File: src/rtl/padder_pkg.sv
// Shared types and elaboration helpers for the pipelined parallel-prefix adder.
package padder_pkg;

  localparam int PADDER_MAX_N = 64;

  typedef struct packed {
    logic p;
    logic g;
  } pg_t;

  // Per-beat control carried alongside the data; cin is already resolved for subtraction.
  typedef struct packed {
    logic valid;
    logic chain;
    logic cin;
  } ctl_t;

  function automatic int padder_levels(input int n);
    return $clog2(n);
  endfunction

  // True when a pipeline register sits on the output of prefix level lvl.
  function automatic bit padder_is_cut(input int lvl, input int levels, input int regs);
    bit hit;
    hit = 1'b0;
    for (int r = 1; r <= regs; r++) begin
      if ((r * levels) / regs == lvl) hit = 1'b1;
    end
    return hit;
  endfunction

endpackage

File: src/rtl/padder_pg_cell.sv
// Group propagate/generate combine cell of the Sklansky prefix tree.
module padder_pg_cell (
  input  logic Phi,
  input  logic Plo,
  input  logic Ghi,
  input  logic Glo,
  output logic P,
  output logic G
);

  assign P = Phi & Plo;
  assign G = Ghi | (Phi & Glo);

endmodule

File: src/rtl/padder_pipe.sv
// Pipelined Sklansky adder/subtractor with multi-word chaining and valid/ready flow.
// Optional signed-overflow output is enabled by defining PADDER_PIPE_OVF_EN.
module padder_pipe
  import padder_pkg::*;
#(
  parameter int N      = 32,
  parameter int STAGES = 2
) (
  input  logic         clk,
  input  logic         rst,
  input  logic         in_valid,
  output logic         in_ready,
  input  logic [N-1:0] a,
  input  logic [N-1:0] b,
  input  logic         cin,
  input  logic         sub,
  input  logic         chain,
  output logic         out_valid,
  input  logic         out_ready,
  output logic [N-1:0] s,
  output logic         cout
`ifdef PADDER_PIPE_OVF_EN
  ,
  output logic         ovf
`endif
);

  localparam int L = padder_levels(N);
  localparam int R = STAGES - 1;

  logic         advance;
  logic [N-1:0] b_eff;

  wire  [N-1:0] tp_out [0:L];
  wire  [N-1:0] tg_out [0:L];
  wire  [N-1:0] tp_in  [1:L+1];
  wire  [N-1:0] tg_in  [1:L+1];
  logic [N-1:0] h_in   [0:L+1];
  ctl_t         ctl_in [0:L+1];

  logic [N-1:0] s_d, s_q;
  logic         cout_d, cout_q;
  logic         out_valid_d, out_valid_q;
  logic         carry_d, carry_q;
  logic         c_fwd, c_use;
  logic [N:0]   carry_w;
`ifdef PADDER_PIPE_OVF_EN
  logic         ovf_d, ovf_q;
`endif

  assign advance  = out_ready || !out_valid_q;
  assign in_ready = advance;

  assign b_eff     = sub ? ~b : b;
  assign tp_out[0] = a ^ b_eff;
  assign tg_out[0] = a & b_eff;
  assign h_in[0]   = a ^ b_eff;
  assign ctl_in[0] = '{valid: in_valid, chain: chain, cin: (sub | cin)};

  for (genvar l = 1; l <= L + 1; l++) begin : g_lvl
    if (padder_is_cut(l - 1, L, R)) begin : g_reg
      pg_t  [N-1:0] pg_d, pg_q;
      logic [N-1:0] h_d, h_q;
      ctl_t         ctl_d, ctl_q;

      always_comb begin
        pg_d  = pg_q;
        h_d   = h_q;
        ctl_d = ctl_q;
        if (advance) begin
          for (int i = 0; i < N; i++) begin
            pg_d[i] = '{p: tp_out[l-1][i], g: tg_out[l-1][i]};
          end
          h_d   = h_in[l-1];
          ctl_d = ctl_in[l-1];
        end
      end

      always_ff @(posedge clk) begin
        if (rst) begin
          pg_q  <= '0;
          h_q   <= '0;
          ctl_q <= '0;
        end else begin
          pg_q  <= pg_d;
          h_q   <= h_d;
          ctl_q <= ctl_d;
        end
      end

      for (genvar i = 0; i < N; i++) begin : g_unpack
        assign tp_in[l][i] = pg_q[i].p;
        assign tg_in[l][i] = pg_q[i].g;
      end
      assign h_in[l]   = h_q;
      assign ctl_in[l] = ctl_q;
    end else begin : g_pass
      assign tp_in[l]  = tp_out[l-1];
      assign tg_in[l]  = tg_out[l-1];
      assign h_in[l]   = h_in[l-1];
      assign ctl_in[l] = ctl_in[l-1];
    end

    // Sklansky level: each upper-half bit of a block combines with the block's lower half top bit.
    if (l <= L) begin : g_tree
      for (genvar i = 0; i < N; i++) begin : g_bit
        if (((i >> (l - 1)) % 2) == 1) begin : g_cell
          localparam int LO = ((i >> (l - 1)) << (l - 1)) - 1;
          padder_pg_cell u_cell (
            .Phi (tp_in[l][i]),
            .Plo (tp_in[l][LO]),
            .Ghi (tg_in[l][i]),
            .Glo (tg_in[l][LO]),
            .P   (tp_out[l][i]),
            .G   (tg_out[l][i])
          );
        end else begin : g_thru
          assign tp_out[l][i] = tp_in[l][i];
          assign tg_out[l][i] = tg_in[l][i];
        end
      end
    end
  end

  // A chained beat in the final stage takes the carry of the result leaving this cycle, if any.
  always_comb begin
    c_fwd      = out_valid_q ? cout_q : carry_q;
    c_use      = ctl_in[L+1].chain ? c_fwd : ctl_in[L+1].cin;
    carry_w    = '0;
    carry_w[0] = c_use;
    for (int i = 0; i < N; i++) begin
      carry_w[i+1] = tg_in[L+1][i] | (tp_in[L+1][i] & c_use);
    end
  end

  always_comb begin
    s_d         = s_q;
    cout_d      = cout_q;
    out_valid_d = out_valid_q;
    carry_d     = carry_q;
`ifdef PADDER_PIPE_OVF_EN
    ovf_d       = ovf_q;
`endif
    if (out_valid_q && out_ready) carry_d = cout_q;
    if (advance) begin
      out_valid_d = ctl_in[L+1].valid;
      if (ctl_in[L+1].valid) begin
        s_d    = h_in[L+1] ^ carry_w[N-1:0];
        cout_d = carry_w[N];
`ifdef PADDER_PIPE_OVF_EN
        ovf_d  = carry_w[N] ^ carry_w[N-1];
`endif
      end
    end
  end

  always_ff @(posedge clk) begin
    if (rst) begin
      s_q         <= '0;
      cout_q      <= 1'b0;
      out_valid_q <= 1'b0;
      carry_q     <= 1'b0;
`ifdef PADDER_PIPE_OVF_EN
      ovf_q       <= 1'b0;
`endif
    end else begin
      s_q         <= s_d;
      cout_q      <= cout_d;
      out_valid_q <= out_valid_d;
      carry_q     <= carry_d;
`ifdef PADDER_PIPE_OVF_EN
      ovf_q       <= ovf_d;
`endif
    end
  end

  assign s         = s_q;
  assign cout      = cout_q;
  assign out_valid = out_valid_q;
`ifdef PADDER_PIPE_OVF_EN
  assign ovf       = ovf_q;
`endif

endmodule

File: config.mk
export PLATFORM = sky130hd
export DESIGN_NAME = padder_pipe
export DESIGN_NICKNAME = d
export VERILOG_FILES = /design/src/rtl/padder_pkg.sv /design/src/rtl/padder_pg_cell.sv /design/src/rtl/padder_pipe.sv
export SDC_FILE = /design/constraint.sdc
export NUM_CORES = 1
export LEC_CHECK = 0
export BUFFER_PORTS_ARGS = -buffer_cell sky130_fd_sc_hd__buf_2
export CAP_MARGIN = 20
export CORE_UTILIZATION = 45
export CTS_CLUSTER_SIZE = 12
export DETAILED_ROUTE_END_ITERATION = 8
export PLACE_DENSITY = 0.69
export SLEW_MARGIN = 15
export SYNTH_ARGS = -nofsm -noshare
export SYNTH_HDL_FRONTEND = slang
export SYNTH_SLANG_ARGS = --single-unit
export TNS_END_PERCENT = 20
File: constraint.sdc
create_clock -name clk -period 3.3 [get_ports clk]
set_input_delay 0.33 -clock clk [delete_from_list [all_inputs] [get_ports clk]]
set_output_delay 0.33 -clock clk [all_outputs]
set_load 0.1 [all_outputs]
==> impl_results.md, run 1 <==
- Filler cells: 1311
- Via density: 5.224
- Worst-skew pair later-pin latency: 420 ps
- Total number of yosys warnings: 0
- Place WS: 191.9 ps
- DRT antenna net count: 0
- Post-Route WL: 14.66 mm
- Residual DRC count: 0
- Pins Over Slew Limit: 0
- Sequential fraction of the synthesis area: 42.89%
- Area Overhead vs Synth: 19.63%
- Setup Viol. Count Final: 0
- R2R Path End: s[27]$_SDFFE_PP0P_
- Initial antenna violation count: 0
- Cts bufs inserted: 17
- Drt pass-1 iters: 4
- # rows: 42
- Async SR Flop Fraction: 0%
- Slew HR: 37.44%
- Worst R2R Path Depth: 8
- Stages on the worst setup path: 10
- Worst setup SP type: input pin
- Setup TNS: 0 ps
- H-tree depth: 4
- Die Wd: 119.4 um
- Largest family of logic cells by synthesized area: simple AND/OR/NAND/NOR gates
- Via Count: 5438
- Post-placement cell area: 0.006897 mm2
- Max-Cap Viols: 0
- Post-CTS Hold Fix Bufs: 0
- CTS clk-pin slew, worst paths: 50 ps
- Maximum VDD drop: 0.3592 mV
- Max incr delay on CP: 470 ps
- Largest net degree at the start of global routing: 89
- Compound-Gate Fraction of Synth Area: 18.73%
- Syn avg cell area: 8.103 um2
- Crit path required time: 3590 ps
- CP cell instances: buf_2 -> xor2_1 -> ha_1 -> a21oi_1 -> a21boi_1 -> a311o_1 -> a221oi_4 -> nor3_2 -> o32ai_2 -> nor2_1
- Setup crit end: g_lvl[6].g_reg.pg_q[54]$_SDFFE_PP0N_
- Mapped Cells: 766
- Final HPWL DP: 9.639 mm
- Layout cells sized above 1: 17.80%
- Hold Crit Class: in2reg
- CTS max path bufs: 2
- Critical Path Fanout Max: 18
- PnR worst setup slack: 622.5 ps
- Outcome: finished, final reports clean
- Die area: 0.01427 mm2
- Worst path buffer plus inverter count: 1
- Cell leakage power: 0.003285 uW
- GRT Util Overall: 21.45%
- Post-synthesis xor/xnor area fraction: 8.889%
- Core area: 0.01335 mm2
- Initial Utilization: 46.50%
- Number of DRC markers in iteration 0: 256
- Crit. End Element: register
- Final core utilization: 55.63%
- Root Buffer: clkbuf_16
- R2r setup slk: 1250 ps
- Adder-cell share of the synthesized area: 6.652%
- Multi-input logic area: 0.003371 mm2
- CP startpoint: sub
- Gates resized, CTS repair: 0
- Cell taking the most area after synthesis: dfxtp_1
- Synth top area cells: dfxtp_1, a21oi_1, xor2_1
- CTS tree: yes
- Distinct cell type count after synthesis: 42
- Post-CTS Setup Inserts: 0
- Fin crit period: 2678 ps
- Crit path max-delay family: compound AO/OA/AOI/OAI gates
- Post-DR wirelength/cell: 14.08 um
- CP max-delay cell: a221oi_4
- RSZ-0062 raised after global routing: false
- Pwr dens: 601.1 mW/mm2
- Diodes inserted: 0
- Final hold violation count: 0
- Clock sink total: 133
- Num ports: 106
- Number of global-route vias before repair: 5016
- R2R Path Start: out_valid$_SDFFE_PP0N_
- Register area: 0.002663 mm2
- Max Clk Rate: 0.3735 GHz
- Design Area, Final: 0.007426 mm2
- Global-route wire length before repair: 24.38 mm
- Syn Std Cell Area: 0.006207 mm2
- Crit path kind: in2reg
- Simple-gate share of the synthesized area: 19.33%
- FF+latch count, synth: 133
- Final #Nets: 957
- Syn nets: 870
- Total grt overflow: 0
- Setup Skew: 8.198 ps
- IO buf count: 105
- Crit path DAT: 2960 ps
- Ys flop type: dfxtp_1
- Period utilization: 81.14%
- Worst-Margin Slew: 938.5 ps
- Post-synth top area share: 42.89%
- GPL Wtd Cong: 0.7768
- Die height: 119.4 um
- Hold slack: 165.8 ps
- Post-synthesis mux area share: 0.4838%
- EDFF count, synth: 0
[kinds of logic (layout without fill, tap and decap cells)]
group / Yosys count / count (layout)
compound gates: 197 / 197
xor+xnor: 63 / 63
fa+ha+maj: 33 / 33
buf+inv: 50 / 149
flops: 133 / 133
mux: 3 / 3
simple gates: 287 / 287
[worst min-delay path by stage]
| stage | start | to | cells past startpoint |
|---|---|---|---|
| after global routing | in_valid | ctl_in[2]$_SDFFE_PP0N_ | 3 |
| after global placement | g_lvl[6].g_reg.pg_q[32]$_SDFFE_PP0N_ | g_lvl[6].g_reg.pg_q[32]$_SDFFE_PP0N_ | 2 |
| after floorplan | g_lvl[6].g_reg.pg_q[22]$_SDFFE_PP0N_ | g_lvl[6].g_reg.pg_q[22]$_SDFFE_PP0N_ | 2 |
| after CTS | in_valid | ctl_in[2]$_SDFFE_PP0N_ | 3 |
| after detailed placement | g_lvl[6].g_reg.pg_q[59]$_SDFFE_PP0N_ | g_lvl[6].g_reg.pg_q[59]$_SDFFE_PP0N_ | 2 |
| final | in_valid | ctl_in[2]$_SDFFE_PP0N_ | 3 |
[through the flow]
stage / power, uW / std cells
finish: 4464 / 1041
global route: 4682 / 1041
CTS: 4498 / 1041
detailed placement: 2770 / 1010
global placement: 2762 / 1010
floorplan: 2547 / 766
[synth_stat cells, types with 3 or more instances]
cell,instances
nor2b_1,7
a22oi_1,13
ha_1,33
nand3_1,15
xor2_1,63
nand4_1,4
o21ai_0,7
nand2_1,97
buf_1,8
nor2_1,129
mux2i_1,3
nor3_1,18
dfxtp_1,133
and2_1,4
a21oi_1,135
a211oi_1,12
and3_1,7
nor3_2,3
o21bai_1,3
clkbuf_1,40
a32oi_1,3
a21o_1,6
[routing by layer]
layer	vias up	track usage [%]	share of wire (%)
met3	20	4.454	4.0
met1	2529	28.41	48
met4	0	8.750	1.8
met2	104	33.89	46
met5	-	0	0
li1	2785	-	-
[state kept, by name, summed over array words and instances, names as in the netlist]
| register | cells |
|---|---|
| carry_q | 1 |
| cout | 1 |
| ctl_in | 3 |
| g_lvl.g_reg.h_q | 32 |
| g_lvl.g_reg.pg_q | 63 |
| out_valid | 1 |
| s | 32 |
[placed cells by master (no fill, tap or decap), types with 3 or more instances in the layout]
cell type  count
a211oi_1      12
a21o_1         6
a21oi_1      134
a22oi_1       13
a32oi_1        3
and2_1         4
and3_1         7
buf_2        104
buf_4         10
clkbuf_1       7
clkbuf_16     17
clkinv_2       4
dfxtp_1      133
ha_1          33
mux2i_1        3
nand2_1       96
nand3_1       15
nand4_1        4
nor2_1       129
nor2b_1        6
nor3_1        18
nor3_2         3
o21ai_0        7
o21bai_1       3
xor2_1        63
[tightest hold or removal path, delay by kind of cell]
family,cells,cell delay [ps]
AO/OA/AOI/OAI,1,60
buffers and inverters,1,100
AND/OR/NAND/NOR,1,50
[layout make-up]
| cell class | instances | share of cell area [%] |
|---|---|---|
| inverter | 2 | 0.1011 |
| timing repair buffer | 116 | 8.559 |
| tap | 176 | 2.965 |
| clock inverter | 5 | 0.6740 |
| clock buffer | 26 | 6.453 |
| multi-input combinational | 583 | 45.39 |
| sequential | 133 | 35.86 |
[report_power, final]
group	total, uW	internal, uW	switching (uW)
registers	1800	1730	66.9
logic	941	314	627
clock network	1720	1070	659
No activity file was read; power rests on OpenSTA's default activity.
==> run 2, diff against run 1 <==
- PLACE_DENSITY: 0.69 -> 0.66
- clock period: 3.3 -> 2.47 ns (I/O delays scaled with it)
==> run 2 against run 1 <==
Register-to-register slack lost 880 ps; clock-buffer cell count decreased by 5; critical path depth grew 1; first-iteration DRC count increased by 34%; power is 43% higher; cell area is 7.0% higher.
==> impl_results.md, run 2 (synthesis gave the netlist of run 1 again) <==
- Register area: 0.002664 mm2
- R2r setup slk: 370 ps
- Via density: 5.217
- H-tree depth: 4
- Largest net degree at the start of global routing: 89
- PnR worst setup slack: 137.7 ps
- Layout cells sized above 1: 23.80%
- Hold Path Origin: in_valid
- Final #Nets: 1009
- Residual DRC count: 0
- Worst setup SP type: input pin
- Final core utilization: 59.54%
- Largest Register: g_lvl.g_reg.pg_q
- Final hold violation count: 0
- Initial antenna violation count: 0
- Period utilization: 94.43%
- Post-Route WL: 15.34 mm
- Most frequent cells in the layout: a21oi_1, dfxtp_1, nor2_1
- Critical Path Fanout Max: 14
- Hold Crit Class: in2reg
- # rows: 42
- Filler cells: 1231
- Number of global-route vias before repair: 5556
- RSZ-0062 raised after global routing: false
- Worst-Margin Slew: 536.1 ps
- CTS max path bufs: 2
- CP cell instances: clkbuf_4 -> xor2_1 -> ha_1 -> a21oi_2 -> a21boi_1 -> a311o_1 -> a221oi_4 -> buf_12 -> o21ai_2 -> a211oi_1 -> nor3_1
- Outcome: finished, final reports clean
- Hold Path Depth: 3
- Die Wd: 119.4 um
- Crit path kind: in2reg
- Number of DRC markers in iteration 0: 343
- Post-CTS Setup Inserts: 0
- Slew HR: 64.26%
- Crit. End Element: register
- Multi-input logic area: 0.003405 mm2
- Pins Over Slew Limit: 0
- CP max-delay cell: a311o_1
- Drt pass-1 iters: 4
- Clock sink total: 133
- Global-route wire length before repair: 25.59 mm
- Area Overhead vs Synth: 28.04%
- Core area: 0.01335 mm2
- Maximum VDD drop: 0.4297 mV
- Worst path buffer plus inverter count: 2
- R2R Path Start: cout$_SDFFE_PP0P_
- Via Count: 5697
- Max Clk Rate: 0.4288 GHz
- IO buf count: 105
- Max reg flops: 63
- Pwr dens: 805.0 mW/mm2
- Post-DR wirelength/cell: 14.05 um
- R2R Path End: s[28]$_SDFFE_PP0P_
- Crit path required time: 2760 ps
- Worst R2R Path Depth: 8
- Die height: 119.4 um
- Worst-skew pair later-pin latency: 420 ps
- Die area: 0.01427 mm2
- Setup Viol. Count Final: 0
- Fin crit period: 2332 ps
- DRT antenna net count: 0
- Place WS: -354.0 ps
- Sink of the worst hold path: ctl_in[2]$_SDFFE_PP0N_
- Final HPWL DP: 10.61 mm
- Cell leakage power: 0.003585 uW
- Cts bufs inserted: 17
- Setup TNS: 0 ps
- Initial Utilization: 46.50%
- Max incr delay on CP: 410 ps
- Diodes inserted: 0
- CTS tree: yes
- Stages on the worst setup path: 11
- GPL Wtd Cong: 0.8678
- Setup Skew: 5.730 ps
- Crit path DAT: 2630 ps
- Num ports: 106
- Crit path max-delay family: compound AO/OA/AOI/OAI gates
- Max-Cap Viols: 0
- CTS clk-pin slew, worst paths: 50 ps
- Root Buffer: clkbuf_16
- Total grt overflow: 0
- GRT Util Overall: 22.59%
==> run 2: timing repair <==
action,CTS,global route
hold endpoints to repair,0,0
setup endpoints to repair,0,7
hold buffers,0,0
resized for setup,0,1
==> run 2: power by group <==
group          total, uW  internal (uW)  switching (uW)
clock               2560           1650             909
sequential          2400           2310            91.2
combinational       1440            551             885
total               6400           4510            1890
==> run 2: routing by layer <==
metal / up-vias / part of all wire, % / track usage, %
li1: 2890 / - / -
met1: 2617 / 44 / 26.69
met2: 155 / 48 / 38.15
met3: 35 / 4.3 / 4.215
met4: 0 / 3.6 / 13.05
met5: - / 0 / 0
==> run 2: worst max-delay path by stage <==
stage,from,end,slack (ps)
finish,sub,g_lvl[6].g_reg.pg_q[48]$_SDFFE_PP0N_,140
global route,sub,g_lvl[6].g_reg.pg_q[48]$_SDFFE_PP0N_,10
CTS,sub,g_lvl[6].g_reg.pg_q[48]$_SDFFE_PP0N_,70
detailed placement,sub,g_lvl[6].g_reg.pg_q[48]$_SDFFE_PP0N_,-350
global placement,sub,g_lvl[6].g_reg.pg_q[52]$_SDFFE_PP0N_,-260
floorplan,sub,g_lvl[6].g_reg.pg_q[52]$_SDFFE_PP0N_,-90
==> run 2: worst reg2reg max path: stages, from the launching register on <==
cell and delay [ps]:
dfxtp_1 370, mux2i_1 150, a21oi_2 440, buf_4 370, a21oi_1 130, xor2_1 260
nor2_1 80, a21oi_1 130, nor2_1 50
==> run 2: stage by stage <==
| step | hold slack, ps | total power [uW] | instance area, um2 | std cells |
|---|---|---|---|---|
| global route | 93.49 | 6694 | 7948 | 1092 |
| CTS | 82.05 | 6440 | 7945 | 1092 |
| finish | 87.24 | 6398 | 7948 | 1092 |
| global placement | 438.5 | 3848 | 7347 | 1062 |
| floorplan | 387.5 | 3428 | 6295 | 766 |
| detailed placement | 444.5 | 3878 | 7347 | 1062 |
==> run 2: area by class of cell <==
type | instances | share of cell area, %
multi-input cells | 583 | 42.84
flip-flops and latches | 133 | 33.52
repair buffers | 168 | 13.26
clock buffers | 21 | 5.919
well taps | 176 | 2.771
clock inverters | 9 | 1.606
inverters | 2 | 0.09446
